==> src/rtl/i2c_pattern_matcher.sv <==
// Passive I2C sequence detector: after each START, compares bus bits (ACKs included) to PATTERN/MASK.
// Define I2C_MATCH_CAPTURE_EN to build the capture shift register; otherwise capture is tied to 0.
module i2c_pattern_matcher #(
   parameter int unsigned              PATTERN_BITS = 9,
   parameter logic [PATTERN_BITS-1:0] PATTERN      = 9'h140,
   parameter logic [PATTERN_BITS-1:0] MASK         = 9'h1FF,
   parameter int unsigned              SYNC_STAGES  = 2
) (
   input  logic                                  clk,
   input  logic                                  reset,
   input  logic                                  sda,
   input  logic                                  scl,
   output logic                                  match,
   output logic                                  mismatch,
   output logic                                  abort,
   output logic                                  busy,
   output logic [$clog2(PATTERN_BITS+1)-1:0]     bit_cnt,
   output logic [PATTERN_BITS-1:0]               capture
);

   localparam int unsigned CW = $clog2(PATTERN_BITS+1);

   localparam logic [1:0] IDLE      = 2'd0;
   localparam logic [1:0] SHIFT     = 2'd1;
   localparam logic [1:0] WAIT_STOP = 2'd2;

   logic [1:0]             state;
   logic [SYNC_STAGES-1:0] sda_sync;
   logic [SYNC_STAGES-1:0] scl_sync;
   logic                   sda_hist;
   logic                   scl_hist;
   logic                   sda_s;
   logic                   scl_s;
   logic                   ev_start;
   logic                   ev_stop;
   logic                   ev_bit;
   logic                   ev_val;
   logic [CW-1:0]          idx;
   logic                   bit_diff;
   logic                   last_bit;

   assign sda_s = sda_sync[SYNC_STAGES-1];
   assign scl_s = scl_sync[SYNC_STAGES-1];

   // Synchroniser and history reset to the idle bus level so reset never fakes a START.
   always_ff @(posedge clk) begin
      if (reset) begin
         sda_sync <= '1;
         scl_sync <= '1;
         sda_hist <= 1'b1;
         scl_hist <= 1'b1;
      end else begin
         sda_sync <= {sda_sync[SYNC_STAGES-2:0], sda};
         scl_sync <= {scl_sync[SYNC_STAGES-2:0], scl};
         sda_hist <= sda_s;
         scl_hist <= scl_s;
      end
   end

   always_ff @(posedge clk) begin
      if (reset) begin
         ev_start <= 1'b0;
         ev_stop  <= 1'b0;
         ev_bit   <= 1'b0;
         ev_val   <= 1'b0;
      end else begin
         ev_start <= scl_s &  sda_hist & ~sda_s;
         ev_stop  <= scl_s & ~sda_hist &  sda_s;
         ev_bit   <= ~scl_hist & scl_s;
         ev_val   <= sda_s;
      end
   end

   assign idx      = CW'(PATTERN_BITS - 1) - bit_cnt;
   assign bit_diff = MASK[idx] && (ev_val != PATTERN[idx]);
   assign last_bit = (bit_cnt == CW'(PATTERN_BITS - 1));
   assign busy     = (state != IDLE);

   // Priority START > STOP > BIT is encoded by the if/else chain order.
   always_ff @(posedge clk) begin
      if (reset) begin
         state    <= IDLE;
         bit_cnt  <= '0;
         match    <= 1'b0;
         mismatch <= 1'b0;
         abort    <= 1'b0;
      end else begin
         match    <= 1'b0;
         mismatch <= 1'b0;
         abort    <= 1'b0;
         if (ev_start) begin
            state   <= SHIFT;
            bit_cnt <= '0;
         end else if (ev_stop) begin
            abort <= (state == SHIFT);
            state <= IDLE;
         end else if (ev_bit && state == SHIFT) begin
            if (bit_diff) begin
               mismatch <= 1'b1;
               state    <= WAIT_STOP;
            end else begin
               bit_cnt <= bit_cnt + 1'b1;
               if (last_bit) begin
                  match <= 1'b1;
                  state <= WAIT_STOP;
               end
            end
         end
      end
   end

`ifdef I2C_MATCH_CAPTURE_EN
   logic [PATTERN_BITS-1:0] shreg;
   logic [PATTERN_BITS-1:0] shreg_next;

   assign shreg_next = (shreg << 1) | PATTERN_BITS'(ev_val);

   always_ff @(posedge clk) begin
      if (reset) begin
         shreg   <= '0;
         capture <= '0;
      end else if (ev_start) begin
         shreg <= '0;
      end else if (!ev_stop && ev_bit && state == SHIFT) begin
         shreg <= shreg_next;
         if (!bit_diff && last_bit)
            capture <= shreg_next;
      end
   end
`else
   assign capture = '0;
`endif

endmodule

==> config.mk <==
export PLATFORM = sky130hd
export DESIGN_NAME = i2c_pattern_matcher
export DESIGN_NICKNAME = d
export VERILOG_FILES = /design/src/rtl/i2c_pattern_matcher.sv
export SDC_FILE = /design/constraint.sdc
export NUM_CORES = 1
export LEC_CHECK = 0
export CORE_ASPECT_RATIO = 0.9
export CORE_MARGIN = 5
export CORE_UTILIZATION = 52
export DETAILED_ROUTE_END_ITERATION = 8
export GPL_ROUTABILITY_DRIVEN = 1
export HOLD_SLACK_MARGIN = 0.08
export PLACE_DENSITY = 0.92
export SLEW_MARGIN = 20
export SYNTH_ARGS = -nofsm -noshare
export SYNTH_HDL_FRONTEND = slang
export SYNTH_SLANG_ARGS = --single-unit
==> constraint.sdc <==
create_clock -name clk -period 4.5 [get_ports clk]
set_input_delay 0.675 -clock clk [delete_from_list [all_inputs] [get_ports clk]]
set_output_delay 0.675 -clock clk [all_outputs]
set_load 0.02 [all_outputs]
* Word-level counts from Yosys, hierarchy flattened
Memories as Yosys holds them, arrays and structs flattened. Cells that the tools add are included.
Cells by class: muxes and demuxes 9, bitwise operators 11, add/sub/neg operators 2, equality and inequality tests 3, reduce and logical (&&, ||, !) cells 14, magnitude comparators 1
Operators with widths (count):
- two-way mux 1 bit | 7
- inverter 1 bit | 6
- OR reduction 3 bit | 2
- AND 1 bit | 5
- less-than comparator 4 x 5 -> 1 bit (second input constant) | 1
- OR reduction 5 bit | 1
- adder 4 x 1 -> 4 bit (second input constant) | 1
- == test 4 bit (second input constant) | 1
- two-way mux 2 bit | 2
- AND reduction 2 bit | 2
- nonzero test 2 bit | 2
- nonzero test 4 bit | 1
- OR reduction 4 bit | 1
- subtractor 4 bit (first input constant) | 1
- AND reduction 3 bit | 1
- nonzero test 3 bit | 1
- == test 2 x 1 -> 1 bit (second input constant) | 1
- logical AND 1 bit | 2
- OR reduction 2 bit | 1
- inequality test 1 bit | 1
Word-level totals: output and inout port bits 17, memories kept 2, register bits 19, logic and storage cells 56, memory bits (read-only) 32, input bits 4
Memory list:
- (no name shown) | words 16, bits a word 1, read ports 1, clocked after Yosys merged registers in 0, wr ports 0, RTL line 75 | assign bit_diff = MASK[idx] && (ev_val != PATTERN[idx]);
- (no name shown) | words 16, bits a word 1, read ports 1, clocked after Yosys merged registers in 0, wr ports 0, RTL line 75

* Longest topological paths before layout
Gate-level depths: netlist of the first run.
depth after elaboration 9, gate-level depth with buffers 7, depth with buffers taken out 7

* Worst setup path before layout of the first run
OpenSTA, ideal clock, no wires.
path kind reg2reg, start point register bit_cnt[0], end point register bit_cnt[2], slack 2.581 ns, cell stages (with the launch flop) 8, arrival 1.796 ns, path buffers 0, cell sequence dfxtp_1 inv_1 ha_1 or2b_1 a21oi_2 nor4b_1 o21ai_0 mux2i_1
Between the ends: word-level cells in the longest chain between the ends 7, elaborated cells between the ends (all ways) 10
RTL lines:
- start: declaration | RTL line 17 | output logic [$clog2(PATTERN_BITS+1)-1:0] bit_cnt,
- start signal: assignment | RTL line 102 | bit_cnt <= bit_cnt + 1'b1;
- subtractor 4 bit | RTL line 74 | assign idx = CW'(PATTERN_BITS - 1) - bit_cnt;
- memory (16 x 1 bit)
- two-way mux 1 bit (not written as such) | RTL line 75
- inequality test 1 bit | RTL line 75
- logical AND 1 bit | RTL line 75
- inverter 1 bit (no line)
- AND reduction 3 bit (no line)
Parallel ways exist; a longest one is shown, timed or not. The select of a mux whose other input is x is not followed. A chain may end at the register's enable or synchronous reset.

* Worst setup path in the final report of the first run
start point register bit_cnt[3], end point output bit_cnt[3]
No word-level cell between the ends.

==> impl_table.tex, run 1 <==
\begin{tabular}{lr}
\hline
Metric & Value \\
\hline
\multicolumn{2}{l}{\textbf{STA}} \\
Worst Skew & 0.00328 ns \\
WHS & 0.389 ns \\
Minimum clock period after layout & 2.21 ns \\
Maximum clock frequency & 0.452 GHz \\
Period utilization & 49.2\% \\
TNS Setup & 0 ns \\
Setup repair after global routing missed its margin & false \\
Slew at the pin closest to its max-slew limit & 0.566 ns \\
Total of endpoints with negative setup slack in the final report & 0 \\
Final hold violation count & 0 \\
Normalized max-slew margin & 61.7\% \\
Max Transition Viols Final & 0 \\
\multicolumn{2}{l}{\textbf{Clock network}} \\
Count of hold buffers inserted by post-cts repair & 0 \\
Sink count of the clock tree & 19 \\
Clock slew seen by the registers of the worst setup and hold paths & 0.11 ns \\
Maximum count of clock buffers along a single path & 2 \\
Root Driver & sky130\_fd\_sc\_hd\_\_clkbuf\_4 \\
Num CTS Buffers & 3 \\
CTS tree & yes \\
Post-cts gate resize count & 0 \\
Post-CTS setup buffer count & 0 \\
Insertion delay to the later sink of the worst-skew pair & 0.30 ns \\
H-tree depth & 1 \\
\multicolumn{2}{l}{\textbf{Routing}} \\
Final ANT Viol Nets & 0 \\
DRC marker count from the first detailed-route iteration & 18 \\
Routed Wire Length & 1.73 mm \\
Via count & 742 \\
DRC violations left & 0 \\
Average via count per standard cell & 5.34 \\
Wire length per cell & 12.4 µm \\
Number of iterations in the first detailed-routing pass & 4 \\
\multicolumn{2}{l}{\textbf{Setup path}} \\
Critical path capture point type & output port \\
Critical setup path kind & flip-flop to output port \\
Launching point of the worst reg2reg path & bit\_cnt[0] \\
Data required, critical path & 3.83 ns \\
Crit path largest cell delay & 0.68 ns \\
Total buffers and inverters traversed by the critical path & 1 \\
Critical path, cell by cell & clkdlybuf4s50\_1 \\
Gate family responsible for the most delay along the worst path & buffers and inverters \\
Setup crit start & bit\_cnt[3] \\
Startpoint class of the critical path & flip-flop \\
Largest fanout of any net on the critical path & 12 \\
Endpoint arrival time on the critical path & 1.54 ns \\
Critical path's slowest cell & sky130\_fd\_sc\_hd\_\_clkdlybuf4s50\_1 \\
\multicolumn{2}{l}{\textbf{Synth}} \\
Library cells used by synthesis & 35 \\
Post-synthesis register bit count & 19 \\
Sequential-to-total area share from yosys stat & 41.2\% \\
Synth Area per Inst & 8.88 µm² \\
Cell area after synthesis & 923 µm² \\
Gate count after technology mapping & 104 \\
Synth Warn \# & 0 \\
\multicolumn{2}{l}{\textbf{Global route}} \\
Vias in the first global route & 685 \\
Maximum number of pins on one net before global-route repair & 13 \\
Global routing usage summed across all routing layers & 14.4\% \\
First-pass GRT wire length & 2.85 mm \\
Initial antenna violation count & 0 \\
Grt total ovfl & 0 \\
\multicolumn{2}{l}{\textbf{Finish}} \\
Most common cell after layout, fill and taps aside & sky130\_fd\_sc\_hd\_\_dfxtp\_1 \\
Most frequent cells in the layout & 19 x sky130\_fd\_sc\_hd\_\_dfxtp\_1, 11 x sky130\_fd\_sc\_hd\_\_clkdlybuf4s50\_1, 9 x sky130\_fd\_sc\_hd\_\_conb\_1, 8 x sky130\_fd\_sc\_hd\_\_nand2\_1, 7 x sky130\_fd\_sc\_hd\_\_or2\_2 \\
Finished Layout Cells & 139 \\
Antenna diodes & 0 \\
P\&R area growth vs syn & 12.7\% \\
Total of fill cells in the finished design & 148 \\
Layout cell share with drive strength beyond 1 & 10.4\% \\
Count of nets after finishing & 123 \\
Final core utilization & 61.9\% \\
\multicolumn{2}{l}{\textbf{Power and ir drop}} \\
Areal power density over the cells & 271 mW/mm² \\
IR Drop Worst-Case VDD & 0.178 mV \\
P\_leak & 0.000430 µW \\
Tot Pwr & 283 µW \\
\multicolumn{2}{l}{\textbf{Placement}} \\
Count of input and output buffers & 11 \\
Half-perimeter wire length after placement & 1.30 mm \\
Routability congestion estimate & 0.758 \\
Count of placed standard cells including taps & 135 \\
\multicolumn{2}{l}{\textbf{Floorplan}} \\
Initial Utilization & 54.9\% \\
Number of I/O pins & 21 \\
Standard-cell rows & 14 \\
Height of the die & 50.0 µm \\
Placeable Area & 0.00168 mm² \\
Width of the die & 54.4 µm \\
Die Footprint & 0.00272 mm² \\
\multicolumn{2}{l}{\textbf{Worst hold path}} \\
Worst hold path class & flip-flop to flip-flop \\
Beginning of the worst hold path & scl\_hist \\
\multicolumn{2}{l}{\textbf{Job}} \\
Maximum capacitance violations & 0 \\
\multicolumn{2}{l}{\textbf{Status}} \\
Status & finished, final reports clean \\
\hline
\end{tabular}
==> stage by stage <==
stage                     cell area [µm²]  setup WS (ns)
after floorplan                       953           2.58
after global placement               1010           2.52
after detailed placement             1010           2.40
after CTS                            1040           2.29
after global routing                 1040           2.09
final                                1040           2.29
==> Yosys cell counts, drive strengths merged <==
library cell   n  share of area [%]
buf           10                7.9
nor4           1               0.68
o21a           3                2.4
and2           2                1.4
or2b           1               0.81
a21oi          4                2.6
nand2b         1               0.68
nor3b          2                1.6
dfxtp         19                 41
nor2b          2                1.4
xnor2          1               0.95
nand3          2                1.1
or3            2                1.4
and3b          1               0.95
and4b          1                1.1
nor3           5                2.7
conb           1               0.41
o41ai          1               0.95
clkbuf         2               0.81
nor2           5                2.0
nand3b         1               0.81
mux2i          4                4.3
o221ai         1               0.95
nor4b          2                1.9
a211o          1               0.95
ha             3                4.1
nand2          8                3.3
o21ai          5                2.7
o211a          1                1.1
and3           1               0.68
or2            7                4.7
inv            4                1.6
==> worst reg2reg max path, stage by stage, from the launching register on <==
cell and delay (ns):
sky130_fd_sc_hd__dfxtp_1 0.44, sky130_fd_sc_hd__inv_1 0.13, sky130_fd_sc_hd__ha_1 0.30, sky130_fd_sc_hd__or2b_1 0.20, sky130_fd_sc_hd__a21oi_2 0.06, sky130_fd_sc_hd__nor4b_1 0.54, sky130_fd_sc_hd__nor2_1 0.21, sky130_fd_sc_hd__nor3_1 0.21
==> sequential cells by signal, indices dropped and copies added, names as in the netlist <==
signal	flops
state	2
sda_sync	2
abort	1
scl_hist	1
mismatch	1
match	1
ev_val	1
ev_bit	1
bit_cnt	4
scl_sync	2
ev_start	1
sda_hist	1
ev_stop	1
==> metal layers <==
layer | GRT usage (%) | routed length (µm)
met5 | 0 | 0
met1 | 16.9 | 735
met3 | 3.92 | 124
met2 | 22.9 | 844
met4 | 7.88 | 20
==> path summary, 6_finish.rpt <==
path                            cells after the start  slack (ns)    endpoint
worst min register to register                      1        0.39      ev_bit
worst min-delay path                                1        0.39      ev_bit
worst max-delay path                                1        2.29  bit_cnt[3]
worst max register to register                      7        2.34       match
==> area by class of cell <==
type,instances,area [µm²],area share [%]
sequential,19,380,36.5
clock inverter,1,5.00,0.481
tap,24,30.0,2.88
timing repair buffer,11,110,10.6
multi-input combinational,77,478,45.9
clock buffer,3,22.5,2.16
inverter,4,15.0,1.44
==> kinds of logic after synthesis <==
| family | Yosys count | synth area share (%) |
|---|---|---|
| buffers and inverters | 16 | 10.3 |
| XOR/XNOR | 1 | 0.949 |
| AND/OR/NAND/NOR | 44 | 27.1 |
| other | 1 | 0.406 |
| flip-flops | 19 | 41.2 |
| AO/OA/AOI/OAI | 16 | 11.7 |
| adder cells (fa/ha/maj) | 3 | 4.07 |
| multiplexers | 4 | 4.34 |
==> where the power goes <==
| group | internal, µW | leakage (µW) | switching, µW |
|---|---|---|---|
| combinational | 7.63 | 0.000257 | 13.1 |
| clock | 33.1 | 0.0000177 | 53.9 |
| sequential | 172 | 0.000155 | 3.19 |
| total | 212 | 0.000430 | 70.2 |
Note: power is estimated with default switching activity, not from simulation.
==> run 2, diff against run 1 <==
Settings changed: CORE_UTILIZATION 52 to 43, PLACE_DENSITY 0.92 to 0.83.
Clock period 4.5 ns to 1.9 ns, I/O delays scaled along.
==> run 2 against run 1 <==
Effect of this change:
- power rose by 140%
- via count rose by 1.3%
- sequential cell count did not move
- global-route usage fell by 2.1 points
- clock skew rose by 0.0019 ns
- clock power rose by 140%
- non-clock buffer count rose by 2
- critical path type unchanged
==> impl_table.tex, run 2 (synthesized netlist as in run 1, its figures left out) <==
\begin{tabular}{lr}
\hline
Metric & Value \\
\hline
\multicolumn{2}{l}{\textbf{Power and ir drop}} \\
Combinational Power Share & 7.6\% (was 7.3\%) \\
P\_leak & 0.000447 µW (was 0.000430 µW) \\
Areal power density over the cells & 605 mW/mm² (was 271 mW/mm²) \\
Clock network fraction of design power & 30.6\% (was 30.8\%) \\
Internal power & 503 µW (was 212 µW) \\
IR Drop Worst-Case VDD & 0.407 mV (was 0.178 mV) \\
Sequential cell fraction of total power & 61.8\% (was 61.9\%) \\
Net switching component of the power & 166 µW (was 70.2 µW) \\
Switching share of power & 24.8\% (about the same) \\
\multicolumn{2}{l}{\textbf{STA}} \\
Minimum clock period after layout & 1.82 ns \\
Setup repair after global routing missed its margin & true (was false) \\
WHS & 0.396 ns (was 0.389 ns) \\
Worst Skew & 0.00515 ns (was 0.00328 ns) \\
Period utilization & 95.9\% \\
Total of endpoints with negative setup slack in the final report & 0 (unchanged) \\
TNS Setup & 0 ns (unchanged) \\
Maximum clock frequency & 0.549 GHz \\
Max Transition Viols Final & 0 (unchanged) \\
Final hold violation count & 0 (unchanged) \\
\multicolumn{2}{l}{\textbf{Placement}} \\
Half-perimeter wire length after placement & 1.26 mm (was 1.30 mm) \\
Count of input and output buffers & 11 (unchanged) \\
Routability congestion estimate & 0.817 (was 0.758) \\
\multicolumn{2}{l}{\textbf{Routing}} \\
Number of iterations in the first detailed-routing pass & 4 (unchanged) \\
Wire length per cell & 12.7 µm (was 12.4 µm) \\
DRC marker count from the first detailed-route iteration & 6 (was 18) \\
Routed Wire Length & 1.84 mm (was 1.73 mm) \\
Average via count per standard cell & 5.22 (was 5.34) \\
Final ANT Viol Nets & 0 (unchanged) \\
DRC violations left & 0 (unchanged) \\
Via count & 752 (was 742) \\
\multicolumn{2}{l}{\textbf{Global route}} \\
Grt total ovfl & 0 (unchanged) \\
Vias in the first global route & 672 (was 685) \\
Met2 Track Usage GR & 19.3\% (was 22.9\%) \\
Most utilized layer in the global route result & met2 (unchanged) \\
First-pass GRT wire length & 2.83 mm (was 2.85 mm) \\
Met1 usage & 14.0\% (was 16.9\%) \\
Global routing usage summed across all routing layers & 12.3\% (was 14.4\%) \\
Initial antenna violation count & 0 (unchanged) \\
Maximum number of pins on one net before global-route repair & 13 (unchanged) \\
Met3 capacity usage during global routing & 3.12\% (was 3.92\%) \\
\multicolumn{2}{l}{\textbf{Clock network}} \\
Insertion delay to the later sink of the worst-skew pair & 0.30 ns (about the same) \\
Sink count of the clock tree & 19 (unchanged) \\
H-tree depth & 1 (unchanged) \\
Num CTS Buffers & 3 (unchanged) \\
Post-CTS setup buffer count & 0 (unchanged) \\
CTS tree & yes (unchanged) \\
Root Driver & sky130\_fd\_sc\_hd\_\_clkbuf\_4 (unchanged) \\
Maximum count of clock buffers along a single path & 2 (unchanged) \\
Count of hold buffers inserted by post-cts repair & 0 (unchanged) \\
Clock slew seen by the registers of the worst setup and hold paths & 0.11 ns (about the same) \\
\multicolumn{2}{l}{\textbf{Setup path}} \\
Endpoint arrival time on the critical path & 1.54 ns (about the same) \\
Data required, critical path & 1.62 ns (was 3.83 ns) \\
Critical path's slowest cell & sky130\_fd\_sc\_hd\_\_clkdlybuf4s50\_1 (unchanged) \\
Gate family responsible for the most delay along the worst path & buffers and inverters (unchanged) \\
Startpoint class of the critical path & flip-flop (unchanged) \\
Largest fanout of any net on the critical path & 12 (unchanged) \\
Critical path, cell by cell & clkdlybuf4s50\_1 (unchanged) \\
Crit path largest cell delay & 0.68 ns (about the same) \\
Critical path capture point type & output port (unchanged) \\
Total buffers and inverters traversed by the critical path & 1 (unchanged) \\
Critical setup path kind & flip-flop to output port (unchanged) \\
\multicolumn{2}{l}{\textbf{Floorplan}} \\
Standard-cell rows & 16 (was 14) \\
Height of the die & 54.0 µm (was 50.0 µm) \\
Width of the die & 58.8 µm (was 54.4 µm) \\
Initial Utilization & 43.5\% (was 54.9\%) \\
Number of I/O pins & 21 (unchanged) \\
Placeable Area & 0.00212 mm² (was 0.00168 mm²) \\
Die Footprint & 0.00318 mm² (was 0.00272 mm²) \\
\multicolumn{2}{l}{\textbf{Job}} \\
Maximum capacitance violations & 0 (unchanged) \\
\multicolumn{2}{l}{\textbf{Finish}} \\
Antenna diodes & 0 (unchanged) \\
Number of flip-flops in the largest register & 4 (unchanged) \\
Most frequent cells in the layout & 17 x sky130\_fd\_sc\_hd\_\_dfxtp\_1, 11 x sky130\_fd\_sc\_hd\_\_clkdlybuf4s50\_1, 9 x sky130\_fd\_sc\_hd\_\_conb\_1, 8 x sky130\_fd\_sc\_hd\_\_nand2\_1, 7 x sky130\_fd\_sc\_hd\_\_or2\_2 (was 19 x sky130\_fd\_sc\_hd\_\_dfxtp\_1, 11 x sky130\_fd\_sc\_hd\_\_clkdlybuf4s50\_1, 9 x sky130\_fd\_sc\_hd\_\_conb\_1, 8 x sky130\_fd\_sc\_hd\_\_nand2\_1, 7 x sky130\_fd\_sc\_hd\_\_or2\_2) \\
Register ranked first by flip-flop count & bit\_cnt (unchanged) \\
Layout cell share with drive strength beyond 1 & 17.9\% (was 10.4\%) \\
P\&R area growth vs syn & 19.8\% (was 12.7\%) \\
Most common cell after layout, fill and taps aside & sky130\_fd\_sc\_hd\_\_dfxtp\_1 (unchanged) \\
Count of nets after finishing & 125 (was 123) \\
Total of fill cells in the finished design & 204 (was 148) \\
Final core utilization & 52.1\% (was 61.9\%) \\
\multicolumn{2}{l}{\textbf{Worst hold path}} \\
Worst hold path class & flip-flop to flip-flop (unchanged) \\
\multicolumn{2}{l}{\textbf{Status}} \\
Status & finished, final reports clean (unchanged) \\
\hline
\end{tabular}
## run 2: stage by stage
stage	instance area, µm²	total power [µW]	setup slack (ns)	cells
6_report	1110	670	0.0771	144
5_1_grt	1110	702	-0.0339	144
4_1_cts	1070	683	0.0361	144
3_5_place_dp	1030	473	0.00716	140
3_3_place_gp	1030	472	0.0631	140
2_1_floorplan	955	473	0.0739	112
## run 2: power by group through the flow
stage                     registers [µW]  clock network (µW)  logic [µW]
after floorplan                      418                   0        54.6
after global placement               422                   0        49.3
after detailed placement             423                   0        50.5
after CTS                            414                 218        50.5
after global routing                 415                 231        56.6
final                                414                 205        50.9
## run 2: per-layer routing
layer | up-vias | wire length (µm)
met5 | - | 0
met4 | 0 | 70
met3 | 8 | 94
met2 | 19 | 924
met1 | 360 | 746
li1 | 365 | -
## run 2: worst paths after layout
check             start         end  slack (ns)  depth (start not counted)
max          bit_cnt[3]  bit_cnt[3]        0.08                          1
min            scl_hist      ev_bit        0.40                          1
max reg2reg  bit_cnt[0]  bit_cnt[3]        0.09                          7
min reg2reg    scl_hist      ev_bit        0.40                          1
## run 2: area by class of cell
class                           instances  area [µm²]  area share, %
Multi-Input combinational cell         77         519           46.9
Clock inverter                          1        5.00          0.452
Sequential cell                        19         385           34.8
Timing Repair Buffer                   13         125           11.3
Clock buffer                            3        22.5           2.04
Inverter                                4        15.0           1.36
Tap cell                               27        33.8           3.05
## run 2: repair_timing
action	4_1_cts	5_1_grt
pin swaps	0	2
setup endpoints to repair	5	7
hold endpoints to repair	0	0
gates resized for setup	3	9
==> run 3, diff against run 2 <==
Settings changed: CELL_PAD_IN_SITES_DETAIL_PLACEMENT set to 1, CELL_PAD_IN_SITES_GLOBAL_PLACEMENT set to 1, CORE_UTILIZATION 43 to 32.
==> run 3 against run 2 <==
Effect of this change:
- critical path depth is the same
- via count decreased by 1.3%
- sequential power is essentially flat
==> impl_table.tex, run 3 (synthesized netlist as in run 1, its figures left out) <==
\begin{tabular}{lr}
\hline
Metric & Value \\
\hline
\multicolumn{2}{l}{\textbf{Setup path}} \\
Setup slack of the worst register-to-register path & 0.18 ns (was 0.09 ns) \\
Critical path, cell by cell & clkdlybuf4s50\_1 (unchanged) \\
Largest fanout of any net on the critical path & 8 (was 12) \\
Crit Reg-Reg Endpoint & bit\_cnt[2] (was bit\_cnt[3]) \\
Endpoint arrival time on the critical path & 1.47 ns (was 1.54 ns) \\
Gate family responsible for the most delay along the worst path & buffers and inverters (unchanged) \\
Total buffers and inverters traversed by the critical path & 1 (unchanged) \\
Crit path largest cell delay & 0.67 ns (was 0.68 ns) \\
Critical path capture point type & output port (unchanged) \\
Critical path's slowest cell & sky130\_fd\_sc\_hd\_\_clkdlybuf4s50\_1 (unchanged) \\
Critical setup path kind & flip-flop to output port (unchanged) \\
Setup crit start & bit\_cnt[2] (was bit\_cnt[3]) \\
Data required, critical path & 1.62 ns (about the same) \\
Number of cells on the worst reg-to-reg path & 7 (unchanged) \\
Startpoint class of the critical path & flip-flop (unchanged) \\
Launching point of the worst reg2reg path & bit\_cnt[0] (unchanged) \\
\multicolumn{2}{l}{\textbf{Power and ir drop}} \\
Sequential cell fraction of total power & 61.8\% (about the same) \\
Areal power density over the cells & 600 mW/mm² (was 605 mW/mm²) \\
Clock network fraction of design power & 30.3\% (was 30.6\%) \\
Switching share of power & 24.6\% (was 24.8\%) \\
Internal power & 505 µW (was 503 µW) \\
P\_leak & 0.000452 µW (was 0.000447 µW) \\
Combinational Power Share & 7.9\% (was 7.6\%) \\
Net switching component of the power & 164 µW (was 166 µW) \\
IR Drop Worst-Case VDD & 0.306 mV (was 0.407 mV) \\
\multicolumn{2}{l}{\textbf{Global route}} \\
Maximum number of pins on one net before global-route repair & 13 (unchanged) \\
Initial antenna violation count & 0 (unchanged) \\
First-pass GRT wire length & 3.19 mm (was 2.83 mm) \\
Vias in the first global route & 767 (was 672) \\
Grt total ovfl & 0 (unchanged) \\
Global routing usage summed across all routing layers & 10.6\% (was 12.3\%) \\
\multicolumn{2}{l}{\textbf{Worst hold path}} \\
Cell count of the worst hold path & 1 (unchanged) \\
Worst hold path class & flip-flop to flip-flop (unchanged) \\
Worst Hold End & ev\_bit (unchanged) \\
Beginning of the worst hold path & scl\_hist (unchanged) \\
\multicolumn{2}{l}{\textbf{Floorplan}} \\
Die Footprint & 0.00406 mm² (was 0.00318 mm²) \\
Standard-cell rows & 18 (was 16) \\
Height of the die & 61.0 µm (was 54.0 µm) \\
Number of I/O pins & 21 (unchanged) \\
Width of the die & 66.6 µm (was 58.8 µm) \\
Placeable Area & 0.00275 mm² (was 0.00212 mm²) \\
Initial Utilization & 33.6\% (was 43.5\%) \\
\multicolumn{2}{l}{\textbf{Finish}} \\
Summed area of non-filler cells in the final layout & 0.00111 mm² (about the same) \\
Antenna diodes & 0 (unchanged) \\
Total of fill cells in the finished design & 346 (was 204) \\
Most frequent cells in the layout & 16 x sky130\_fd\_sc\_hd\_\_dfxtp\_1, 11 x sky130\_fd\_sc\_hd\_\_clkdlybuf4s50\_1, 9 x sky130\_fd\_sc\_hd\_\_conb\_1, 8 x sky130\_fd\_sc\_hd\_\_nand2\_1, 7 x sky130\_fd\_sc\_hd\_\_or2\_2 (was 17 x sky130\_fd\_sc\_hd\_\_dfxtp\_1, 11 x sky130\_fd\_sc\_hd\_\_clkdlybuf4s50\_1, 9 x sky130\_fd\_sc\_hd\_\_conb\_1, 8 x sky130\_fd\_sc\_hd\_\_nand2\_1, 7 x sky130\_fd\_sc\_hd\_\_or2\_2) \\
Count of nets after finishing & 127 (was 125) \\
Final core utilization & 40.6\% (was 52.1\%) \\
Number of flip-flops in the largest register & 4 (unchanged) \\
Layout cell share with drive strength beyond 1 & 19.3\% (was 17.9\%) \\
Most common cell after layout, fill and taps aside & sky130\_fd\_sc\_hd\_\_dfxtp\_1 (unchanged) \\
Finished Layout Cells & 159 (was 144) \\
P\&R area growth vs syn & 20.7\% (was 19.8\%) \\
Register ranked first by flip-flop count & bit\_cnt (unchanged) \\
\multicolumn{2}{l}{\textbf{Routing}} \\
Wire length per cell & 11.8 µm (was 12.7 µm) \\
DRC violations left & 0 (unchanged) \\
Via count & 742 (was 752) \\
Number of iterations in the first detailed-routing pass & 2 (was 4) \\
Routed Wire Length & 1.87 mm (was 1.84 mm) \\
DRC marker count from the first detailed-route iteration & 9 (was 6) \\
Average via count per standard cell & 4.67 (was 5.22) \\
Final ANT Viol Nets & 0 (unchanged) \\
\multicolumn{2}{l}{\textbf{Clock network}} \\
Sink count of the clock tree & 19 (unchanged) \\
Clock slew seen by the registers of the worst setup and hold paths & 0.11 ns (about the same) \\
H-tree depth & 1 (unchanged) \\
Maximum count of clock buffers along a single path & 2 (unchanged) \\
Insertion delay to the later sink of the worst-skew pair & 0.30 ns (about the same) \\
Num CTS Buffers & 3 (unchanged) \\
Root Driver & sky130\_fd\_sc\_hd\_\_clkbuf\_4 (unchanged) \\
CTS tree & yes (unchanged) \\
\multicolumn{2}{l}{\textbf{Placement}} \\
Instance area after placement & 0.00106 mm² (was 0.00103 mm²) \\
Count of input and output buffers & 11 (unchanged) \\
Count of placed standard cells including taps & 155 (was 140) \\
Routability congestion estimate & 0.867 (was 0.817) \\
Half-perimeter wire length after placement & 1.47 mm (was 1.26 mm) \\
\multicolumn{2}{l}{\textbf{STA}} \\
Total of endpoints with negative setup slack in the final report & 0 (unchanged) \\
Setup repair after global routing missed its margin & false (was true) \\
Final hold violation count & 0 (unchanged) \\
Period utilization & 92.5\% (was 95.9\%) \\
Minimum clock period after layout & 1.76 ns (was 1.82 ns) \\
Max Transition Viols Final & 0 (unchanged) \\
Worst Skew & 0.00651 ns (was 0.00515 ns) \\
Maximum clock frequency & 0.569 GHz (was 0.549 GHz) \\
\multicolumn{2}{l}{\textbf{Job}} \\
Maximum capacitance violations & 0 (unchanged) \\
\multicolumn{2}{l}{\textbf{Status}} \\
Status & finished, final reports clean (unchanged) \\
\hline
\end{tabular}
## run 3: cell count changes in the layout (fill, tap and decap cells not counted), sizes merged
| cell | previous run | this run |
|---|---|---|
| buf | 2 | 4 |
## run 3: repair_timing
action | in CTS | in global routing
cloned | 0 | 0
gates resized for setup | 3 | 6
setup buffers | 0 | 0
setup endpoints to repair | 5 | 8
hold buffers | 0 | 0
pin swaps | 0 | 2
## run 3: how the worst max path moves through the flow
stage                     slack, ns  cells after the start    endpoint
after CTS                      0.04                      1  bit_cnt[3]
after detailed placement      -0.05                      7  bit_cnt[2]
after global placement         0.06                      7  bit_cnt[3]
final                          0.14                      1  bit_cnt[2]
after global routing           0.02                      7  bit_cnt[3]
after floorplan                0.07                      7  bit_cnt[2]
## run 3: worst reg2reg max path: stages, from the launching register on
cell and delay, ns:
sky130_fd_sc_hd__dfxtp_2 0.34, sky130_fd_sc_hd__inv_1 0.09, sky130_fd_sc_hd__ha_1 0.24, sky130_fd_sc_hd__a21oi_1 0.15, sky130_fd_sc_hd__o21ai_1 0.11, sky130_fd_sc_hd__nor4b_2 0.40
sky130_fd_sc_hd__o21ai_1 0.14, sky130_fd_sc_hd__mux2i_1 0.13
## run 3: area by class of cell
class	instances	area, µm²	area share, %
sequential	19	387	34.7
clock inverter	1	5.00	0.449
multi-input combinational	77	495	44.4
tap	40	50.0	4.49
inverter	4	15.0	1.35
timing repair buffer	15	140	12.6
clock buffer	3	22.5	2.02
## run 3: through the flow
| step | TNS [ns] | hold WS, ns | power, µW | setup slack, ns |
|---|---|---|---|---|
| after floorplan | 0 | 0.368 | 473 | 0.0739 |
| after global placement | 0 | 0.371 | 474 | 0.0581 |
| after detailed placement | -0.192 | 0.377 | 476 | -0.0531 |
| after CTS | 0 | 0.394 | 681 | 0.0376 |
| after global routing | 0 | 0.435 | 702 | 0.0151 |
| final | 0 | 0.389 | 669 | 0.142 |
## run 3: power by group through the flow
stage,Clock [µW],Combinational [µW],Sequential [µW]
2_1_floorplan,0,54.6,418
3_3_place_gp,0,51.4,422
3_5_place_dp,0,52.6,423
4_1_cts,214,52.8,414
5_1_grt,228,58.8,415
6_report,203,52.8,413
## run 3: per-layer routing
layer	vias to the layer above	share of wire, %	global-route usage, %
met5	-	0	0
met1	352	44	11.8
met3	4	4.7	3.33
li1	370	-	-
met4	0	1.8	6.09
met2	16	49	17.9
